## src/rtl/argmax_classifier.sv

```systemverilog
// Final classification stage: captures a softmax probability vector, scans it one lane per
// cycle and reports top-1 index/value, top-1 minus top-2 margin and a low-confidence flag.
module argmax_classifier #(
    parameter int unsigned       N_CLASSES     = 10,
    parameter int unsigned       DATA_W        = 16,
    parameter logic [DATA_W-1:0] CONF_THRESH   = 16'h4000,
    parameter logic [DATA_W-1:0] MARGIN_THRESH = 16'h0800
) (
    input  logic                          clk,
    input  logic                          rst,
    input  logic [N_CLASSES*DATA_W-1:0]   probs,
    input  logic                          in_valid,
    output logic                          busy,
    output logic [3:0]                    class_idx,
    output logic [DATA_W-1:0]             class_prob,
    output logic [DATA_W-1:0]             margin,
    output logic                          low_conf,
    output logic                          out_valid,
    output logic [15:0]                   result_count,
    output logic                          overrun
);

    typedef enum logic [1:0] {
        StIdle,
        StScan,
        StResolve,
        StDone
    } state_e;

    localparam logic [3:0] LastIdx = 4'(N_CLASSES - 1);

    state_e                        state_q, state_d;
    logic [N_CLASSES*DATA_W-1:0]   vec_q, vec_d;
    logic [3:0]                    idx_q, idx_d;
    logic [DATA_W-1:0]             best_q, best_d;
    logic [DATA_W-1:0]             second_q, second_d;
    logic [3:0]                    best_idx_q, best_idx_d;
    logic                          busy_q, busy_d;
    logic [3:0]                    class_idx_q, class_idx_d;
    logic [DATA_W-1:0]             class_prob_q, class_prob_d;
    logic [DATA_W-1:0]             margin_q, margin_d;
    logic                          low_conf_q, low_conf_d;
    logic                          out_valid_q, out_valid_d;
    logic [15:0]                   result_count_q, result_count_d;
    logic                          overrun_q, overrun_d;

    logic [DATA_W-1:0]             lane_v;
    logic [DATA_W-1:0]             margin_v;

    always_comb begin
        state_d        = state_q;
        vec_d          = vec_q;
        idx_d          = idx_q;
        best_d         = best_q;
        second_d       = second_q;
        best_idx_d     = best_idx_q;
        busy_d         = busy_q;
        class_idx_d    = class_idx_q;
        class_prob_d   = class_prob_q;
        margin_d       = margin_q;
        low_conf_d     = low_conf_q;
        out_valid_d    = 1'b0;
        result_count_d = result_count_q;
        overrun_d      = overrun_q;

        lane_v   = vec_q[int'(idx_q) * DATA_W +: DATA_W];
        // best_q >= second_q always holds, so the difference never wraps.
        margin_v = best_q - second_q;

        // A pulse while busy is dropped; the scan in progress carries on untouched.
        if (in_valid && busy_q) begin
            overrun_d = 1'b1;
        end

        unique case (state_q)
            StIdle, StDone: begin
                if (in_valid) begin
                    vec_d   = probs;
                    idx_d   = 4'd0;
                    busy_d  = 1'b1;
                    state_d = StScan;
                end else begin
                    state_d = StIdle;
                end
            end

            StScan: begin
                if (idx_q == 4'd0) begin
                    best_d     = lane_v;
                    best_idx_d = 4'd0;
                    second_d   = '0;
                end else if (lane_v > best_q) begin
                    second_d   = best_q;
                    best_d     = lane_v;
                    best_idx_d = idx_q;
                end else if (lane_v > second_q) begin
                    second_d   = lane_v;
                end
                idx_d = idx_q + 4'd1;
                if (idx_q == LastIdx) begin
                    state_d = StResolve;
                end
            end

            StResolve: begin
                class_idx_d  = best_idx_q;
                class_prob_d = best_q;
                margin_d     = margin_v;
                low_conf_d   = (best_q < CONF_THRESH) || (margin_v < MARGIN_THRESH);
                out_valid_d  = 1'b1;
                busy_d       = 1'b0;
                if (result_count_q != 16'hFFFF) begin
                    result_count_d = result_count_q + 16'd1;
                end
                state_d = StDone;
            end

            default: begin
                state_d = StIdle;
            end
        endcase
    end

    always_ff @(posedge clk or negedge rst) begin
        if (!rst) begin
            state_q        <= StIdle;
            vec_q          <= '0;
            idx_q          <= '0;
            best_q         <= '0;
            second_q       <= '0;
            best_idx_q     <= '0;
            busy_q         <= 1'b0;
            class_idx_q    <= '0;
            class_prob_q   <= '0;
            margin_q       <= '0;
            low_conf_q     <= 1'b0;
            out_valid_q    <= 1'b0;
            result_count_q <= '0;
            overrun_q      <= 1'b0;
        end else begin
            state_q        <= state_d;
            vec_q          <= vec_d;
            idx_q          <= idx_d;
            best_q         <= best_d;
            second_q       <= second_d;
            best_idx_q     <= best_idx_d;
            busy_q         <= busy_d;
            class_idx_q    <= class_idx_d;
            class_prob_q   <= class_prob_d;
            margin_q       <= margin_d;
            low_conf_q     <= low_conf_d;
            out_valid_q    <= out_valid_d;
            result_count_q <= result_count_d;
            overrun_q      <= overrun_d;
        end
    end

    assign busy         = busy_q;
    assign class_idx    = class_idx_q;
    assign class_prob   = class_prob_q;
    assign margin       = margin_q;
    assign low_conf     = low_conf_q;
    assign out_valid    = out_valid_q;
    assign result_count = result_count_q;
    assign overrun      = overrun_q;

endmodule

```

## config.mk

```make
export PLATFORM = sky130hd
export DESIGN_NAME = argmax_classifier
export DESIGN_NICKNAME = d
export VERILOG_FILES = /design/src/rtl/argmax_classifier.sv
export SDC_FILE = /design/constraint.sdc
export NUM_CORES = 1
export LEC_CHECK = 0
export CORE_MARGIN = 5
export CORE_UTILIZATION = 45
export CTS_CLUSTER_SIZE = 8
export DETAILED_ROUTE_END_ITERATION = 8
export PLACE_DENSITY = 0.8
export SLEW_MARGIN = 15
export SYNTH_ARGS = -nofsm -noshare
export SYNTH_HDL_FRONTEND = slang
export SYNTH_SLANG_ARGS = --single-unit
```

## constraint.sdc

```tcl
create_clock -name clk -period 3.3 [get_ports clk]
set_input_delay 0.66 -clock clk [delete_from_list [all_inputs] [get_ports clk]]
set_output_delay 0.66 -clock clk [all_outputs]
set_load 0.01 [all_outputs]
```

== After elaboration in Yosys (flattened, before gate mapping) ==
Cells that the tools add are included.

* Bitwise operators: 0
* Reductions and logical operators: 15
* Multiply operators: 0
* Eq/ne operators: 7
* $lt $le $gt $ge: 4
* Div/mod/pow operators: 0
* Shift operators: 1
* Add/sub/neg operators: 3
* Muxes and demuxes: 15

{| class="wikitable"
|+ Operators by type and width
! cell !! number
|-
| $shiftx A160 B9 Y16 || 1
|-
| $mux W16 || 5
|-
| $gt A16 B16 Y1 || 2
|-
| $add A16 B1 Y16 const B || 1
|-
| $lt A16 B12 Y1 const B || 1
|-
| $lt A16 B15 Y1 const B || 1
|-
| $ne A16 B16 Y1 const B || 1
|-
| $sub A16 B16 Y16 || 1
|-
| $mux W4 || 3
|-
| $reduce_and A2 Y1 || 6
|-
| $pmux W4 S2 || 1
|-
| $pmux W2 S3 || 1
|-
| $reduce_bool A2 Y1 || 3
|-
| $add A4 B1 Y4 const B || 1
|-
| $eq A2 B2 Y1 const B || 2
|-
| $eq A4 B4 Y1 const B || 1
|-
| $logic_not A4 Y1 || 1
|-
| $ne A2 B2 Y1 const B || 2
|-
| $mux W1 || 3
|-
| $reduce_bool A3 Y1 || 1
|-
| $eq A2 B1 Y1 const B || 1
|-
| $logic_not A2 Y1 || 1
|-
| $mux W2 || 1
|-
| $pmux W1 S2 || 1
|-
| 3 further kinds || 3
|}

* Word-level logic and storage cells: 59
* Memory bits (read-only): 0
* Register bits after elaboration: 258
* RAM bits: 0
* Input port bits: 163
* Memories: 0
* Bits in latches: 0
* Output and inout bits: 56

== Depth between registers and ports, before layout ==
Gate-level depths: netlist (run 1).

* Word-level depth: 5
* Depth in mapped cells: 16
* Gate-level depth less buffers: 12

== Least setup slack after synthesis (run 1) ==
No wires, ideal clock.

* Path kind: register -> register
* Start point: register idx_q[0]
* End point: register second_q[0]
* Cell stages (with the launch flop): 16
* Arrival time: 3.357 ns
* Clock period less this slack: 3.481 ns
* Required time: 3.175 ns
* Setup slack: -0.181 ns
* Buffers on the path: 4
* Setup time: 0.125 ns
* Cells stage by stage: dfrtp_1 -> buf_4 -> buf_2 -> mux4_2 -> mux2i_1 -> o22ai_1 -> ha_1 -> nor2b_1 -> o211ai_1 -> a2111o_1 -> o211a_1 -> nand2b_1 -> buf_6 -> buf_12 -> mux2i_1 -> mux2_2

* Word-level cells in the longest chain between the ends: 4
* Elaborated cells on any way between the ends: 9
* Those cells by class: order compare (2); shift (1); mux (3); reduce/logical (3)

{| class="wikitable"
|+ Ends and longest elaborated chain
! what !! RTL line !! RTL
|-
| start, declared || 34 || <nowiki>logic [3:0] idx_q, idx_d;</nowiki>
|-
| start signal, assigned || 143 || <nowiki>idx_q <= idx_d;</nowiki>
|-
| $shiftx A160 B9 Y16 (*) || 66 || <nowiki>lane_v = vec_q[int'(idx_q) * DATA_W +: DATA_W];</nowiki>
|-
| net lane_v[1] || 47 || <nowiki>logic [DATA_W-1:0] lane_v;</nowiki>
|-
| $gt A16 B16 Y1, on equally long branches || 92, 96 ||
|-
| $reduce_bool A3 Y1 (no line) or $mux W16 (tied branches) || -- ||
|-
| $reduce_and A2 Y1 (no line) or $mux W16 (tied branches) || -- ||
|-
| end signal, assigned || 145 || <nowiki>second_q <= second_d;</nowiki>
|-
| end, declared || 36 || <nowiki>logic [DATA_W-1:0] second_q, second_d;</nowiki>
|}

Mark *: on every way through the listed nets, which the timed path passes. The rest lies on a longest branch. The select of a mux whose other input is x is not followed.
A chain may end at the register's enable or synchronous reset.

== Worst setup path after layout (run 1) ==
* Start point: register idx_q[0]
* End point: register second_q[12]

Same word-level chain as after synthesis.

==> summary.txt, run 1 <==
Floorplan
  • Starting Density: 0.459
  • Num rows: between 60 and 70
  • Core area: about 0.029 mm²
  • DIE AREA: 0.0330 mm²
  • Die X: around 180 µm
  • IO Pins: around 220
  • Die H: 182 µm

Setup path
  • Worst R2R Setup Slack: -0.35 ns
  • Worst Path Max Fanout: 8
  • CP peak stage delay: ~0.53 ns
  • WP data required: ~3.7 ns
  • Top delay family on crit path: multiplexers
  • Critical-path top delay cell: dfrtp_4
  • Worst R2R Start: idx_q[0]$_DFFE_PN0P_
  • CP Buf/Inv Count: 3
  • Worst r2r dst: second_q[12]$_DFFE_PN0P_
  • Setup Crit Path Kind: reg2reg
  • Startpoint Class: register
  • CP Capture Type: register
  • CP cell instances: buf_12 > buf_4 > mux4_2 > mux2i_1 > o22ai_1 > ha_1 > o211ai_1 > a2111o_1 > o211a_1 > nand2b_4 > buf_12 > mux2_4 > mux2i_1
  • R2R depth: 13
  • Critical Path AT: approximately 4.1 ns

Route
  • DR DRC count: 0
  • Post-DR wirelength/cell: slightly above 20 µm
  • DRT Wirelength: approximately 36,000 µm
  • Detail Route Antenna Nets: 0
  • Vias per cell: between 5 and 6
  • Drt first pass iters: 5
  • Via count: between 9,000 and 10,000
  • Initial DRC Count: 830

Layout
  • Most common cell after layout, fill and taps aside: dfrtp_1
  • Final core occ: 0.611
  • NumNets Final: roughly 1,600
  • Layout cell share with drive strength beyond 1: 0.288
  • Layout area overhead: 33.3%
  • Ant diodes: 0
  • Final design area excluding fillers: 0.0177 mm²
  • Commonest non-fill, non-tap cells in the layout: dfrtp_1, clkdlybuf4s50_1, mux2_2
  • Filler cell count: 2,234

Placed design
  • Post-DP Area: about 0.016 mm²
  • DP HPWL: around 26,000 µm
  • PortBufs: about 220
  • Placer congestion estimate: between 0.9 and 1

Pwr
  • Max rail drop VDD: approximately 0.55 mV
  • Net Sw Power: 7060 µW
  • Final Power: 19,400 µW
  • Switching share of power: 0.364
  • Power share of the clock group: 0.181
  • Pleak: 0.00748 µW
  • Comb pwr share: 0.528
  • Reg power frac: 0.291
  • PD cells: around 1100 mW/mm²
  • P_int: ~12,000 µW

Run status
  • Failing checks: setup timing
  • Status: finished, violations left

GRT
  • First-pass GRT wire length: 56,400 µm
  • Total grt overflow: 0
  • Initial antenna violation count: 1
  • Number of global-route vias before repair: 10,100
  • Largest net degree at the start of global routing: 86
  • Global-route total usage across every layer: 0.214

Clock network
  • Clk buf depth: 3
  • CTS Buf Count: 38
  • Clk slew on worst S/H paths: roughly 0.050 ns
  • Clock insertion delay at the later pin of the skew report: 0.52 ns
  • CTS Root Cell: clkbuf_16
  • TritonCTS clock tree: built
  • H-tree level count: 2
  • Clk sinks: 258
  • CTS Hold Buffers Added: 0

Logic synthesis
  • Post-synth EDFFs: 0
  • Seq/Total Area, Yosys: 0.486
  • Cell area after synthesis: around 0.013 mm²
  • Synth Instances: 1,075
  • Async SR Flop Fraction: 1.00
  • Syn_nets: roughly 1,300
  • Ys flop type: dfrtp_1
  • Syn avg cell area: approximately 12 µm²
  • Yosys warning count: 0
  • Synth unique cells: 60
  • Synth Register Bits: between 200 and 300

STA
  • Pins Over Slew Limit: 0
  • Hold Slack: 0.135 ns
  • RSZ-0062 raised after global routing: true
  • Tcrit/Tclk final: 1.11
  • Final setup fails: 36
  • Fin worst setup slack: -0.351 ns
  • Clock skew: about 0.012 ns
  • Slew @ Worst Pin: ~0.9 ns
  • Hold Fails Final Rpt: 0
  • Minimum clock period: ~3.7 ns
  • Peak Freq: ~270 MHz
  • Total Neg Setup Slack: -7.88 ns
  • Slew headroom: 0.394

Flow run
  • Max-Cap Viols: 0

Worst hold path
  • Hold WC Path Type: in2async
layer usage:
metal  global-route usage  routed length [µm]  vias up
met5                    0                  11        -
met4               0.0582                 974        2
met3               0.0472                2410       61
met2                0.343               17100      358
met1                0.296               15500     4901
li1                     -                   -     4449
worst max-delay path by stage:
stage / end / from / cells past startpoint
final: second_q[12]$_DFFE_PN0P_ / idx_q[0]$_DFFE_PN0P_ / 13
after global placement: second_q[1]$_DFFE_PN0P_ / idx_q[0]$_DFFE_PN0P_ / 11
after floorplan: second_q[0]$_DFFE_PN0P_ / idx_q[0]$_DFFE_PN0P_ / 15
after global routing: second_q[12]$_DFFE_PN0P_ / idx_q[0]$_DFFE_PN0P_ / 14
after detailed placement: second_q[12]$_DFFE_PN0P_ / idx_q[0]$_DFFE_PN0P_ / 13
after CTS: second_q[9]$_DFFE_PN0P_ / idx_q[0]$_DFFE_PN0P_ / 13
what timing repair did:
action | CTS | global route
gates resized for setup | 37 | 8
pin swaps | 5 | 5
gates cloned | 2 | 2
buffers inserted | 9 | 5
endpoints found under the setup margin | 30 | 37
logic make-up after synthesis:
| family | share of synthesized area |
|---|---|
| AO/OA/AOI/OAI | 0.0842 |
| multiplexers | 0.270 |
| buffers and inverters | 0.0389 |
| flip-flops | 0.486 |
| XOR/XNOR | 0.0172 |
| adder cells (fa/ha/maj) | 0.0515 |
| AND/OR/NAND/NOR | 0.0516 |
stage by stage:
step	std cells	setup slack, ns
floorplan	1075	0.000536
global placement	1679	-0.137
detailed placement	1679	-0.195
CTS	1736	-0.217
global route	1743	-0.439
finish	1743	-0.351
final cells by class:
cell class / count / area (µm²) / area share
Inverter: 62 / 233 / 0.0132
Clock inverter: 2 / 28.8 / 0.00163
Tap cell: 384 / 480 / 0.0272
Clock buffer: 44 / 1020 / 0.0579
Timing Repair Buffer: 296 / 3040 / 0.172
Sequential cell: 258 / 6460 / 0.365
Multi-Input combinational cell: 697 / 6420 / 0.363
registers in the layout, summed over array words and instances (netlist names):
name	count
low_conf	1
state_q	2
class_prob	16
out_valid	1
second_q	16
overrun	1
class_idx	4
vec_q	160
best_idx_q	4
best_q	16
idx_q	4
margin	16
result_count	16
busy	1
power groups by stage:
stage               clock network [µW]  logic (µW)  registers, µW
floorplan                            0        6520           5370
global placement                     0        9170           5580
detailed placement                   0        9450           5650
CTS                               3570        9870           5620
global route                      3700       11000           5800
finish                            3500       10200           5640
synthesized netlist by cell type, drive strengths merged (2+ instances only):
cell       n  area share
dfrtp    258        0.49
mux2     208        0.18
inv       62       0.018
nand2     57       0.016
ha        53       0.050
mux2i     49       0.037
a21oi     48       0.018
o21ai     41       0.015
nor2      37       0.010
o22ai     34       0.016
mux4      32       0.054
buf       31       0.014
clkbuf    27      0.0076
o21a      20       0.011
xnor2     15      0.0099
nand4     13      0.0061
nand3     12      0.0045
xor2      11      0.0073
a21o       9      0.0051
nor3       8      0.0030
a211oi     4      0.0026
nand2b     4      0.0019
or3        4      0.0019
and2       3      0.0014
and3       3      0.0014
nor2b      3      0.0014
o211ai     3      0.0021
a2111oi    2      0.0013
a22o       2      0.0013
o21bai     2      0.0011
Power figures use the tool's default switching activity.
==> inputs of run 2 (changes only) <==
- SKIP_CTS_REPAIR_TIMING: default -> 1
==> run 2 against run 1 <==
Compared with the run above: the flow still finishes with violations (setup timing); clock-buffer cell count stayed put; flip-flop and latch count stayed put; hold slack better by 0.0053 ns; sequential power hardly changed; clock skew is 0.0013 ns higher; critical endpoint unchanged; largest cell class is now multi-input gates.
==> summary.txt, run 2 (synthesis gave the netlist of run 1 again) <==
Run status
  • Status: finished, violations left
  • Failing checks: setup timing

Layout
  • Layout area overhead: 33.6%
  • Ant diodes: 0
  • Final design area excluding fillers: about 0.018 mm²
  • NumNets Final: approximately 1,600
  • Commonest non-fill, non-tap cells in the layout: dfrtp_1, clkdlybuf4s50_1, mux2_2
  • Top register by number of flip-flops: vec_q
  • Most common cell after layout, fill and taps aside: dfrtp_1
  • Filler cell count: between 2,000 and 2,500
  • Layout cell share with drive strength beyond 1: 0.292
  • Non-Filler Instances: 1,741
  • Final core occ: 0.613
  • Max FFs per register: 160

Placed design
  • Post-DP Area: around 0.016 mm²
  • Dpl ws: -0.195 ns
  • DP HPWL: 26,200 µm
  • Placed Cells: 1,679
  • PortBufs: approximately 220
  • Placer congestion estimate: between 0.9 and 1

Floorplan
  • Die X: around 180 µm
  • DIE AREA: about 0.033 mm²
  • Starting Density: 0.459
  • Num rows: just over 60
  • Die H: approximately 180 µm
  • Core area: 0.0289 mm²
  • IO Pins: approximately 220

STA
  • RSZ-0062 raised after global routing: true
  • Clock skew: about 0.013 ns
  • Total Neg Setup Slack: -6.81 ns
  • Final setup fails: 36
  • Pins Over Slew Limit: 0
  • Fin worst setup slack: -0.322 ns
  • Slew @ Worst Pin: between 0.9 and 1 ns
  • Tcrit/Tclk final: 1.10
  • Hold Fails Final Rpt: 0
  • Peak Freq: about 280 MHz
  • Slew headroom: 0.374
  • Minimum clock period: approximately 3.6 ns

GRT
  • Total grt overflow: 0
  • Initial antenna violation count: 1
  • Global-route total usage across every layer: 0.210
  • Largest net degree at the start of global routing: 86
  • First-pass GRT wire length: approximately 55,000 µm
  • Number of global-route vias before repair: ~10,000

Clock network
  • Clk buf depth: 3
  • Clock insertion delay at the later pin of the skew report: ~0.53 ns
  • Clk sinks: between 200 and 300
  • H-tree level count: 2
  • Clk slew on worst S/H paths: ~0.050 ns
  • CTS Root Cell: clkbuf_16
  • TritonCTS clock tree: built
  • CTS Buf Count: 38

Setup path
  • Setup Crit Path Kind: reg2reg
  • WP data required: ~3.7 ns
  • CP Capture Type: register
  • Top delay family on crit path: multiplexers
  • Startpoint Class: register
  • CP peak stage delay: about 0.54 ns
  • Worst Path Max Fanout: 8
  • Critical-path top delay cell: dfrtp_4
  • CP Buf/Inv Count: 4
  • Critical Path AT: just over 4 ns
  • CP cell instances: buf_12 > buf_4 > mux4_2 > mux2i_1 > o22ai_2 > ha_1 > nand4_1 > buf_4 > a2111o_1 > o211a_1 > nand2b_4 > buf_12 > mux2_4 > mux2i_1

Route
  • Drt first pass iters: 5
  • Initial DRC Count: a little over 800
  • Detail Route Antenna Nets: 0
  • Post-DR wirelength/cell: 20.7 µm
  • Vias per cell: between 5 and 6
  • DR DRC count: 0
  • DRT Wirelength: between 30,000 and 40,000 µm
  • Via count: just under 10,000

Worst hold path
  • Hold WC Path Type: in2async

Pwr
  • PD cells: approximately 1100 mW/mm²
  • Pleak: approximately 0.0075 µW
  • Max rail drop VDD: 0.548 mV

Flow run
  • Max-Cap Viols: 0
[run 2: changes by cell type in the layout (fill, tap and decap cells not counted), sizes merged]
cell    before  now
buf         77   72
clkbuf      46   49
[run 2: layout make-up]
type                       instances  area (µm²)  area share
clock buffer                      44        1020      0.0578
clock inverter                     2        28.8     0.00162
inverter                          62         233      0.0131
multi-input combinational        697        6470       0.365
sequential                       258        6460       0.364
tap                              384         480      0.0271
timing repair buffer             294        3030       0.171
[run 2: metal layers]
metal | GRT usage | vias to the layer above | part of all wire
met2 | 0.337 | 341 | 0.48
met4 | 0.0492 | 2 | 0.024
li1 | - | 4448 | -
met3 | 0.0464 | 57 | 0.069
met5 | 0 | - | 0.00030
met1 | 0.293 | 4916 | 0.43
[run 2: report_power, final]
group | internal (µW) | switching [µW]
Combinational | 5500 | 4760
Clock | 2160 | 1350
Sequential | 4670 | 978
[run 2: path summary, 6_finish.rpt]
| kind | from | to | slack [ns] | cells after the start |
|---|---|---|---|---|
| worst min register to register | overrun$_DFFE_PN0P_ | overrun$_DFFE_PN0P_ | 0.46 | 1 |
| worst max register to register | idx_q[0]$_DFFE_PN0P_ | second_q[12]$_DFFE_PN0P_ | -0.32 | 14 |
| worst max-delay path | idx_q[0]$_DFFE_PN0P_ | second_q[12]$_DFFE_PN0P_ | -0.32 | 14 |
| worst min-delay path | rst | second_q[13]$_DFFE_PN0P_ | 0.14 | 1 |
| max in group asynchronous | rst | vec_q[46]$_DFFE_PN0P_ | 2.30 | 2 |
| min in group clk | overrun$_DFFE_PN0P_ | overrun$_DFFE_PN0P_ | 0.46 | 1 |
[run 2: per-stage QoR]
stage	total power [µW]	hold WS (ns)
3_5_place_dp	15100	0.448
5_1_grt	20600	0.218
3_3_place_gp	14800	0.446
4_1_cts	18700	0.193
2_1_floorplan	11900	0.364
6_report	19400	0.140
[run 2: worst reg2reg max path, stage by stage (launching register included)]
cell      delay (ns)
dfrtp_4         0.54
buf_12          0.16
buf_4           0.11
mux4_2          0.53
mux2i_1         0.19
o22ai_2         0.12
ha_1            0.34
nand4_1         0.13
buf_4           0.17
a2111o_1        0.27
o211a_1         0.14
nand2b_4        0.18
buf_12          0.15
mux2_4          0.29
mux2i_1         0.19
